### src/rtl/uart_rx_mem_writer.sv
// Packs a UART receive byte stream little-endian into 32-bit words and writes them
// to a single-port memory via one-cycle Avalon-MM writes with byteenable.
module uart_rx_mem_writer #(
  parameter int ADDR_W = 17,
  parameter int DEPTH  = 100000,
  parameter int CNT_W  = 19
) (
  input  logic              clk,
  input  logic              reset,
  input  logic              cfg_start,
  input  logic [ADDR_W-1:0] cfg_base_addr,
  input  logic [CNT_W-1:0]  cfg_byte_count,
  input  logic              flush,
  input  logic [7:0]        in_data,
  input  logic              in_valid,
  output logic              in_ready,
  output logic [ADDR_W-1:0] mem_address,
  output logic [3:0]        mem_byteenable,
  output logic              mem_chipselect,
  output logic              mem_write,
  output logic [31:0]       mem_writedata,
  output logic              busy,
  output logic              done,
  output logic [CNT_W-1:0]  bytes_written
);

  typedef enum logic [1:0] {
    S_IDLE,
    S_COLLECT,
    S_WRITE,
    S_DONE
  } state_t;

  state_t             r_state;
  logic [ADDR_W-1:0]  r_addr;
  logic [CNT_W-1:0]   r_remaining;
  logic [CNT_W-1:0]   r_bytes_written;
  logic [1:0]         r_lane;
  logic [3:0]         r_be;
  logic [31:0]        r_data;
  logic               r_in_ready;
  logic               r_busy;
  logic               r_done;
  logic               r_mem_cs;
  logic               r_mem_wr;
  logic [3:0]         r_mem_be;
  logic [ADDR_W-1:0]  r_mem_addr;
  logic [31:0]        r_mem_data;

  logic               w_accept;
  logic               w_word_end;
  logic [31:0]        w_data_next;
  logic [3:0]         w_be_next;
  logic [CNT_W-1:0]   w_be_cnt;
  logic [ADDR_W-1:0]  w_addr_next;

  // r_in_ready is only ever set while collecting, so it doubles as the state qualifier
  assign w_accept = in_valid & r_in_ready;

  always_comb begin
    w_data_next = r_data;
    w_be_next   = r_be;
    if (w_accept) begin
      w_data_next[{r_lane, 3'b000} +: 8] = in_data;
      w_be_next[r_lane]                  = 1'b1;
    end
  end

  // A flush alongside an accepted byte always has a non-empty word to write
  always_comb begin
    w_word_end = 1'b0;
    if (w_accept)
      w_word_end = (r_lane == 2'd3) || (r_remaining == CNT_W'(1)) || flush;
    else
      w_word_end = flush && (r_lane != 2'd0);
  end

  assign w_be_cnt    = CNT_W'(r_be[0]) + CNT_W'(r_be[1]) + CNT_W'(r_be[2]) + CNT_W'(r_be[3]);
  assign w_addr_next = (r_addr == ADDR_W'(DEPTH - 1)) ? '0 : r_addr + ADDR_W'(1);

  always_ff @(posedge clk) begin
    if (reset) begin
      r_state         <= S_IDLE;
      r_addr          <= '0;
      r_remaining     <= '0;
      r_bytes_written <= '0;
      r_lane          <= '0;
      r_be            <= '0;
      r_data          <= '0;
      r_in_ready      <= 1'b0;
      r_busy          <= 1'b0;
      r_done          <= 1'b0;
      r_mem_cs        <= 1'b0;
      r_mem_wr        <= 1'b0;
      r_mem_be        <= '0;
      r_mem_addr      <= '0;
      r_mem_data      <= '0;
    end else begin
      r_done   <= 1'b0;
      r_mem_cs <= 1'b0;
      r_mem_wr <= 1'b0;
      r_mem_be <= '0;
      case (r_state)
        S_IDLE: begin
          if (cfg_start) begin
            r_bytes_written <= '0;
            r_lane          <= '0;
            r_be            <= '0;
            r_data          <= '0;
            if (cfg_byte_count != '0) begin
              r_addr      <= cfg_base_addr;
              r_remaining <= cfg_byte_count;
              r_in_ready  <= 1'b1;
              r_busy      <= 1'b1;
              r_state     <= S_COLLECT;
            end else begin
              r_done  <= 1'b1;
              r_state <= S_DONE;
            end
          end
        end
        S_COLLECT: begin
          if (w_accept) begin
            r_data      <= w_data_next;
            r_be        <= w_be_next;
            r_lane      <= r_lane + 2'd1;
            r_remaining <= r_remaining - CNT_W'(1);
          end
          if (w_word_end) begin
            r_mem_cs   <= 1'b1;
            r_mem_wr   <= 1'b1;
            r_mem_be   <= w_be_next;
            r_mem_addr <= r_addr;
            r_mem_data <= w_data_next;
            r_in_ready <= 1'b0;
            r_state    <= S_WRITE;
          end
        end
        S_WRITE: begin
          r_bytes_written <= r_bytes_written + w_be_cnt;
          r_addr          <= w_addr_next;
          r_lane          <= '0;
          r_be            <= '0;
          r_data          <= '0;
          if (r_remaining == '0) begin
            r_busy  <= 1'b0;
            r_done  <= 1'b1;
            r_state <= S_DONE;
          end else begin
            r_in_ready <= 1'b1;
            r_state    <= S_COLLECT;
          end
        end
        S_DONE: begin
          r_state <= S_IDLE;
        end
        default: r_state <= S_IDLE;
      endcase
    end
  end

  assign in_ready       = r_in_ready;
  assign busy           = r_busy;
  assign done           = r_done;
  assign bytes_written  = r_bytes_written;
  assign mem_chipselect = r_mem_cs;
  assign mem_write      = r_mem_wr;
  assign mem_byteenable = r_mem_be;
  assign mem_address    = r_mem_addr;
  assign mem_writedata  = r_mem_data;

endmodule

### config.mk
export PLATFORM = sky130hd
export DESIGN_NAME = uart_rx_mem_writer
export DESIGN_NICKNAME = d
export VERILOG_FILES = /design/src/rtl/uart_rx_mem_writer.sv
export SDC_FILE = /design/constraint.sdc
export NUM_CORES = 1
export LEC_CHECK = 0
export CAP_MARGIN = 20
export CORE_ASPECT_RATIO = 0.5
export CORE_UTILIZATION = 49
export DETAILED_ROUTE_END_ITERATION = 6
export PLACE_DENSITY = 0.79
export SYNTH_ARGS = -nofsm -noshare
export SYNTH_HDL_FRONTEND = slang
export SYNTH_SLANG_ARGS = --single-unit
### constraint.sdc
create_clock -name clk -period 2.5 [get_ports clk]
set_input_delay 0.375 -clock clk [delete_from_list [all_inputs] [get_ports clk]]
set_output_delay 0.375 -clock clk [all_outputs]
set_load 0.005 [all_outputs]
# Word level (Yosys, flattened, before mapping)
# Index checks and enable logic that the tools add are counted.
# word_totals
elab_cells	105
mem_bits_rw	0
register_bits	152
romBits	0
latch_bits	0
n_memories	0
# op_classes
muxes	42
eq_ne	12
n_bitwise	4
addsub	8
n_lt_le_gt_ge	2
mul	0
n_shift	2
n_div	0
reduce_logical	21
# ops
op	n
two-way mux 32 bit	3
one-hot mux 32 bit (3 select lines)	1
two-way mux 19 bit	4
one-hot mux 19 bit (2 select lines)	2
two-way mux 17 bit	3
one-hot mux 17 bit (2 select lines)	1
bitwise mux 32 bit	1
variable shift 8 x 7 -> 32 bit, first input constant	1
indexed part select 8 x 7 -> 32 bit	1
adder 19 x 4 -> 19 bit	1
equality test 19 x 1 -> 1 bit, second input constant	1
zero test 19 bit	1
nonzero test 19 bit	1
subtractor 19 x 1 -> 19 bit, second input constant	1
adder 17 x 1 -> 17 bit, second input constant	1
equality test 17 bit, second input constant	1
two-way mux 2 bit	6
two-way mux 4 bit	3
!= test 2 bit, second input constant	6
one-hot mux 4 bit (3 select lines)	1
two-way mux 1 bit	11
one-hot mux 2 bit (4 select lines)	1
AND reduction 4 bit	2
negation 5 -> 7 bit	1
other kinds (25)	36

# Longest topological paths before layout
# depth
depth_word	8
mapped_depth	10
ltp_nobuf	10

# Worst setup path before layout
# No wires, ideal clock.
# synth_timing
path_kind	register -> register
startpoint	reg r_bytes_written[0], in the netlist bytes_written[0]
endpoint	reg r_bytes_written[18], in the netlist bytes_written[18]
path_stages_with_launch	10
arrival_ns	2.585
required_ns	2.430
slack_ns	-0.155
period_less_slack_ns	2.655
path_cell_list	dfxtp_1 fa_1 inv_1 fa_1 inv_1 fa_1 nand2_1 or4_4 or3_1 a21oi_1
# synth_via
elab_chain_cells	2
# synth_rtl
item	line_no	source
from (decl)	37	logic [CNT_W-1:0] r_bytes_written;
from (signal assigned)	140	r_bytes_written <= r_bytes_written + w_be_cnt;
adder 19 x 4 -> 19 bit	140	
one-hot mux 19 bit (2 select lines)	103	case (r_state)
# Every way passes these cells.
# A chain may end at the register's enable or synchronous reset.

# Worst setup path in the final report
# Ends and elaborated chain as after synthesis.

==> metrics.md <==
| Metric | Value |
|---|---|
| Outcome | finished with violations |
| Violations in the final reports | design-rule violations, negative setup slack |
| Die boundary width | 180 µm |
| Ordered list of cells on the worst path | fa_1 > inv_1 > fa_2 > inv_2 > fa_2 > nand2_4 > or4_4 > or3_4 > a21oi_2 |
| Class of the most critical hold timing path | in2reg |
| Post-synthesis net count | 1025 |
| Worst Path Max Fanout | 5 |
| Worst flop-to-flop path startpoint | bytes_written[0]$_SDFFE_PP0P_ |
| Total number of H-tree levels | 4 |
| Clock-pin slew reported for the worst setup and hold paths after clock tree synthesis | 0.06 ns |
| Number of unique standard cell types used by synthesis | between 60 and 70 |
| Switching pwr | 0.00172 W |
| Slew at the pin closest to its max-slew limit | 0.814 ns |
| MaxCap Viol Count | 0 |
| Peak ir drop on the vdd network | 0.000515 V |
| Unrepaired setup endpoints after global routing | true |
| Predominant post-synthesis flop cell | sky130_fd_sc_hd__dfxtp_1 |
| CTS Buffer Depth | 2 |
| Data arrival time of the worst path | approximately 3.0 ns |
| Required arrival time at the worst endpoint | 2.85 ns |
| Share of the synthesized area in the top cell type | roughly 40% |
| Mean area per synthesized cell | just over 8 µm² |
| Die Footprint | 16300 µm² |
| Sort of element at the end of the critical path | flop |
| Total of endpoints with negative setup slack in the final report | 2 |
| Cts bufs inserted | 17 |
| Area growth from synthesis to final layout | 28.5% |
| Fraction of registers with async set or reset after synthesis | 0% |
| Pre-Repair DR Iteration Count | 7 |
| Setup Total Neg Slack | -0.193 ns |
| Drt first-iter violations | 824 |
| Sequential group share of total power | 42.4% |
| IO Port Bufs | approximately 130 |
| Placed insts | 1253 |
| Pin count of the biggest net entering global routing | 60 |
| Logic gate share of total power | 13.3% |
| Share of synthesized area occupied by flip-flops and latches | roughly two fifths |
| Syn. warnings | 0 |
| Hold Fails Final Rpt | 0 |
| WL per Instance | 17.6 µm |
| Sort of element at the start of the critical path | flop |
| Most area-consuming cells after synthesis | sky130_fd_sc_hd__dfxtp_1 (39%), sky130_fd_sc_hd__a21oi_1 (7.1%), sky130_fd_sc_hd__nand2_1 (4.3%), sky130_fd_sc_hd__nor3_1 (4.0%), sky130_fd_sc_hd__a22oi_1 (3.9%) |
| Total overflow reported by the global router | 0 |
| HPWL after DPL | ~15000 µm |
| Non-filler instance count after layout | ~1.3k |
| Startpoint of the tightest hold check path | reset |
| Wire length of the first global-routing pass | 37100 µm |
| Worst clock skew | 0.0113 ns |
| CTS tree | built |
| Achievable frequency | 383 MHz |
| Proportion of layout cells with a drive suffix above 1 | 12.0% |
| Clock period minus final worst setup slack | roughly 2.6 ns |
| Most used standard cells in the synthesized netlist | sky130_fd_sc_hd__dfxtp_1 (152), sky130_fd_sc_hd__a21oi_1 (110), sky130_fd_sc_hd__nand2_1 (88) |
| Worst slack at placement | -0.198 ns |
| CTS Hold Buffers Added | 0 |
| Internal power contribution | around 0.0043 W |
| Effective utilization at floorplan | approximately 50% |
| Net switching fraction of the power | 28.4% |
| Static power due to leakage | 3.35 nW |
| Core ar. | roughly 15000 µm² |
| Critical path's top delay family | adder cells |
| Number of antenna violations at the first check in global routing | 0 |
| Die outline height | around 91 µm |
| Final setup margin | -0.112 ns |
| Final total power | approximately 0.0060 W |
| Timing startpoint of the critical path | bytes_written[0]$_SDFFE_PP0P_ |
| Insertion delay to the later sink of the worst-skew pair | 0.43 ns |
| Cell Rows | 32 |
| Number of top-level design ports | 126 |
| Number of enable-type register cells in the synthesized netlist | 0 |
| Total number of nets in the final design | ~1.1k |
| Slowest cell on crit path | sky130_fd_sc_hd__fa_1 |
| Delay of the slowest critical-path stage | 0.53 ns |
| Most numerous cell in the Yosys netlist | sky130_fd_sc_hd__dfxtp_1 |
| Flop and latch count out of synthesis | 152 |
| Relative slew margins | 45.7% |
| Clock Root Buffer | sky130_fd_sc_hd__clkbuf_16 |
| Number of instances in the synthesized netlist | 960 |
| Num Clock Sinks | 152 |
| Number of diodes added for antenna fixing | 0 |
| Slew Limit Fails | 0 |
| Post-detailed-route via-to-cell ratio | 6.20 |
| Buf+Inv Stages, Crit Path | 2 |
| Power Density | between 600 and 700 nW/µm² |
| Post-synthesis instance area | 7720 µm² |
| Post-Route WL | 22700 µm |
| Number of nets with antenna violations after detailed routing | 0 |
| Number of global-route vias before repair | 7420 |
| Via count of the routed design | 7973 |
| Period utilisation layout | 104% |
| Share of power burned in the clock network | about 44% |
| Cell type contributing the most total cell area after synthesis | sky130_fd_sc_hd__dfxtp_1 |
| Total Routing Usage GR | 27.7% |
| Startpoint-to-endpoint class of the critical path | reg2reg |
| Global placer's final weighted congestion | 0.888 |
| Cell mode on critical path | sky130_fd_sc_hd__fa_2 |
| Drt drc | 4 |
stage by stage:
stage          util [%]  hold slack, ns  instance area (µm²)
6_report           64.4           0.395                 9920
5_1_grt            64.4           0.409                 9920
4_1_cts            64.2           0.378                 9900
3_5_place_dp       60.3           0.471                 9290
3_3_place_gp       60.3           0.457                 9290
2_1_floorplan         -           0.448                 7730
layout by cell type, fill, tap and decap left out, types with 4 or more instances in the layout:
cell,count
sky130_fd_sc_hd__a211oi_1,8
sky130_fd_sc_hd__a21oi_1,108
sky130_fd_sc_hd__a22oi_1,40
sky130_fd_sc_hd__a311oi_1,4
sky130_fd_sc_hd__a311oi_2,11
sky130_fd_sc_hd__a31oi_1,22
sky130_fd_sc_hd__and3_1,8
sky130_fd_sc_hd__buf_4,53
sky130_fd_sc_hd__clkbuf_16,17
sky130_fd_sc_hd__clkdlybuf4s50_1,124
sky130_fd_sc_hd__dfxtp_1,151
sky130_fd_sc_hd__ha_1,13
sky130_fd_sc_hd__inv_1,12
sky130_fd_sc_hd__inv_6,6
sky130_fd_sc_hd__inv_8,4
sky130_fd_sc_hd__mux2_2,4
sky130_fd_sc_hd__nand2_1,87
sky130_fd_sc_hd__nand2b_1,6
sky130_fd_sc_hd__nand3_1,53
sky130_fd_sc_hd__nand4_1,20
sky130_fd_sc_hd__nand4b_1,4
sky130_fd_sc_hd__nor2_1,76
sky130_fd_sc_hd__nor2b_1,4
sky130_fd_sc_hd__nor3_1,60
sky130_fd_sc_hd__nor4_1,12
sky130_fd_sc_hd__o21ai_0,35
sky130_fd_sc_hd__o21ai_1,14
sky130_fd_sc_hd__o311ai_1,4
sky130_fd_sc_hd__o31ai_1,30
sky130_fd_sc_hd__or3_1,7
sky130_fd_sc_hd__xor2_1,5
state kept, by name (all words and copies together), names as in the netlist:
name            cells
r_addr             17
done                1
r_be                4
r_remaining        19
r_state             2
bytes_written      19
mem_writedata      32
r_data             32
mem_address        17
r_lane              2
mem_write           1
busy                1
in_ready            1
mem_byteenable      4
metal layers:
layer  global-route usage, %  vias up  wire [µm]
met5                       0        -          0
met4                    9.12        0        371
met3                    4.92       32       1500
met2                    44.5      338      10500
met1                    37.8     3836      10400
li1                        -     3767          -
area by class of cell:
| cell class | count | area, µm² |
|---|---|---|
| multi-input cells | 705 | 4270 |
| flip-flops and latches | 152 | 3040 |
| clock buffers | 18 | 429 |
| inverters | 13 | 48.8 |
| well taps | 204 | 255 |
| clock inverters | 14 | 175 |
| fillers | 1259 | 5490 |
| repair buffers | 180 | 1700 |
final timing paths:
kind | to | slack, ns | depth (start not counted)
min | bytes_written[9]$_SDFFE_PP0P_ | 0.39 | 2
min reg2reg | r_remaining[14]$_SDFFE_PP0P_ | 0.48 | 2
max | bytes_written[18]$_SDFFE_PP0P_ | -0.11 | 9
max reg2reg | bytes_written[18]$_SDFFE_PP0P_ | -0.11 | 9
power by group through the flow:
| stage | Sequential (W) | Clock (W) | Combinational [W] |
|---|---|---|---|
| 2_1_floorplan | 0.00259 | 0 | 0.000486 |
| 3_3_place_gp | 0.00261 | 0 | 0.000762 |
| 3_5_place_dp | 0.00261 | 0 | 0.000778 |
| 4_1_cts | 0.00256 | 0.00270 | 0.000785 |
| 5_1_grt | 0.00257 | 0.00281 | 0.000867 |
| 6_report | 0.00256 | 0.00268 | 0.000803 |
cell families after synthesis:
| family | Yosys count | share of synthesized area, % |
|---|---|---|
| and+or+nand+nor | 372 | 24.2 |
| buffers and inverters | 103 | 5.88 |
| DFF | 152 | 39.4 |
| AOI/OAI and AO/OA | 303 | 25.9 |
| adders and majority gates | 16 | 2.88 |
| muxes | 6 | 0.843 |
| xor gates and xnor gates | 8 | 0.908 |
repair_timing:
action	in CTS	in global routing
pin swaps	2	1
resized for setup	0	6
setup endpoints to repair	2	5
setup buffers	0	0
(Power assumes the default switching activity.)
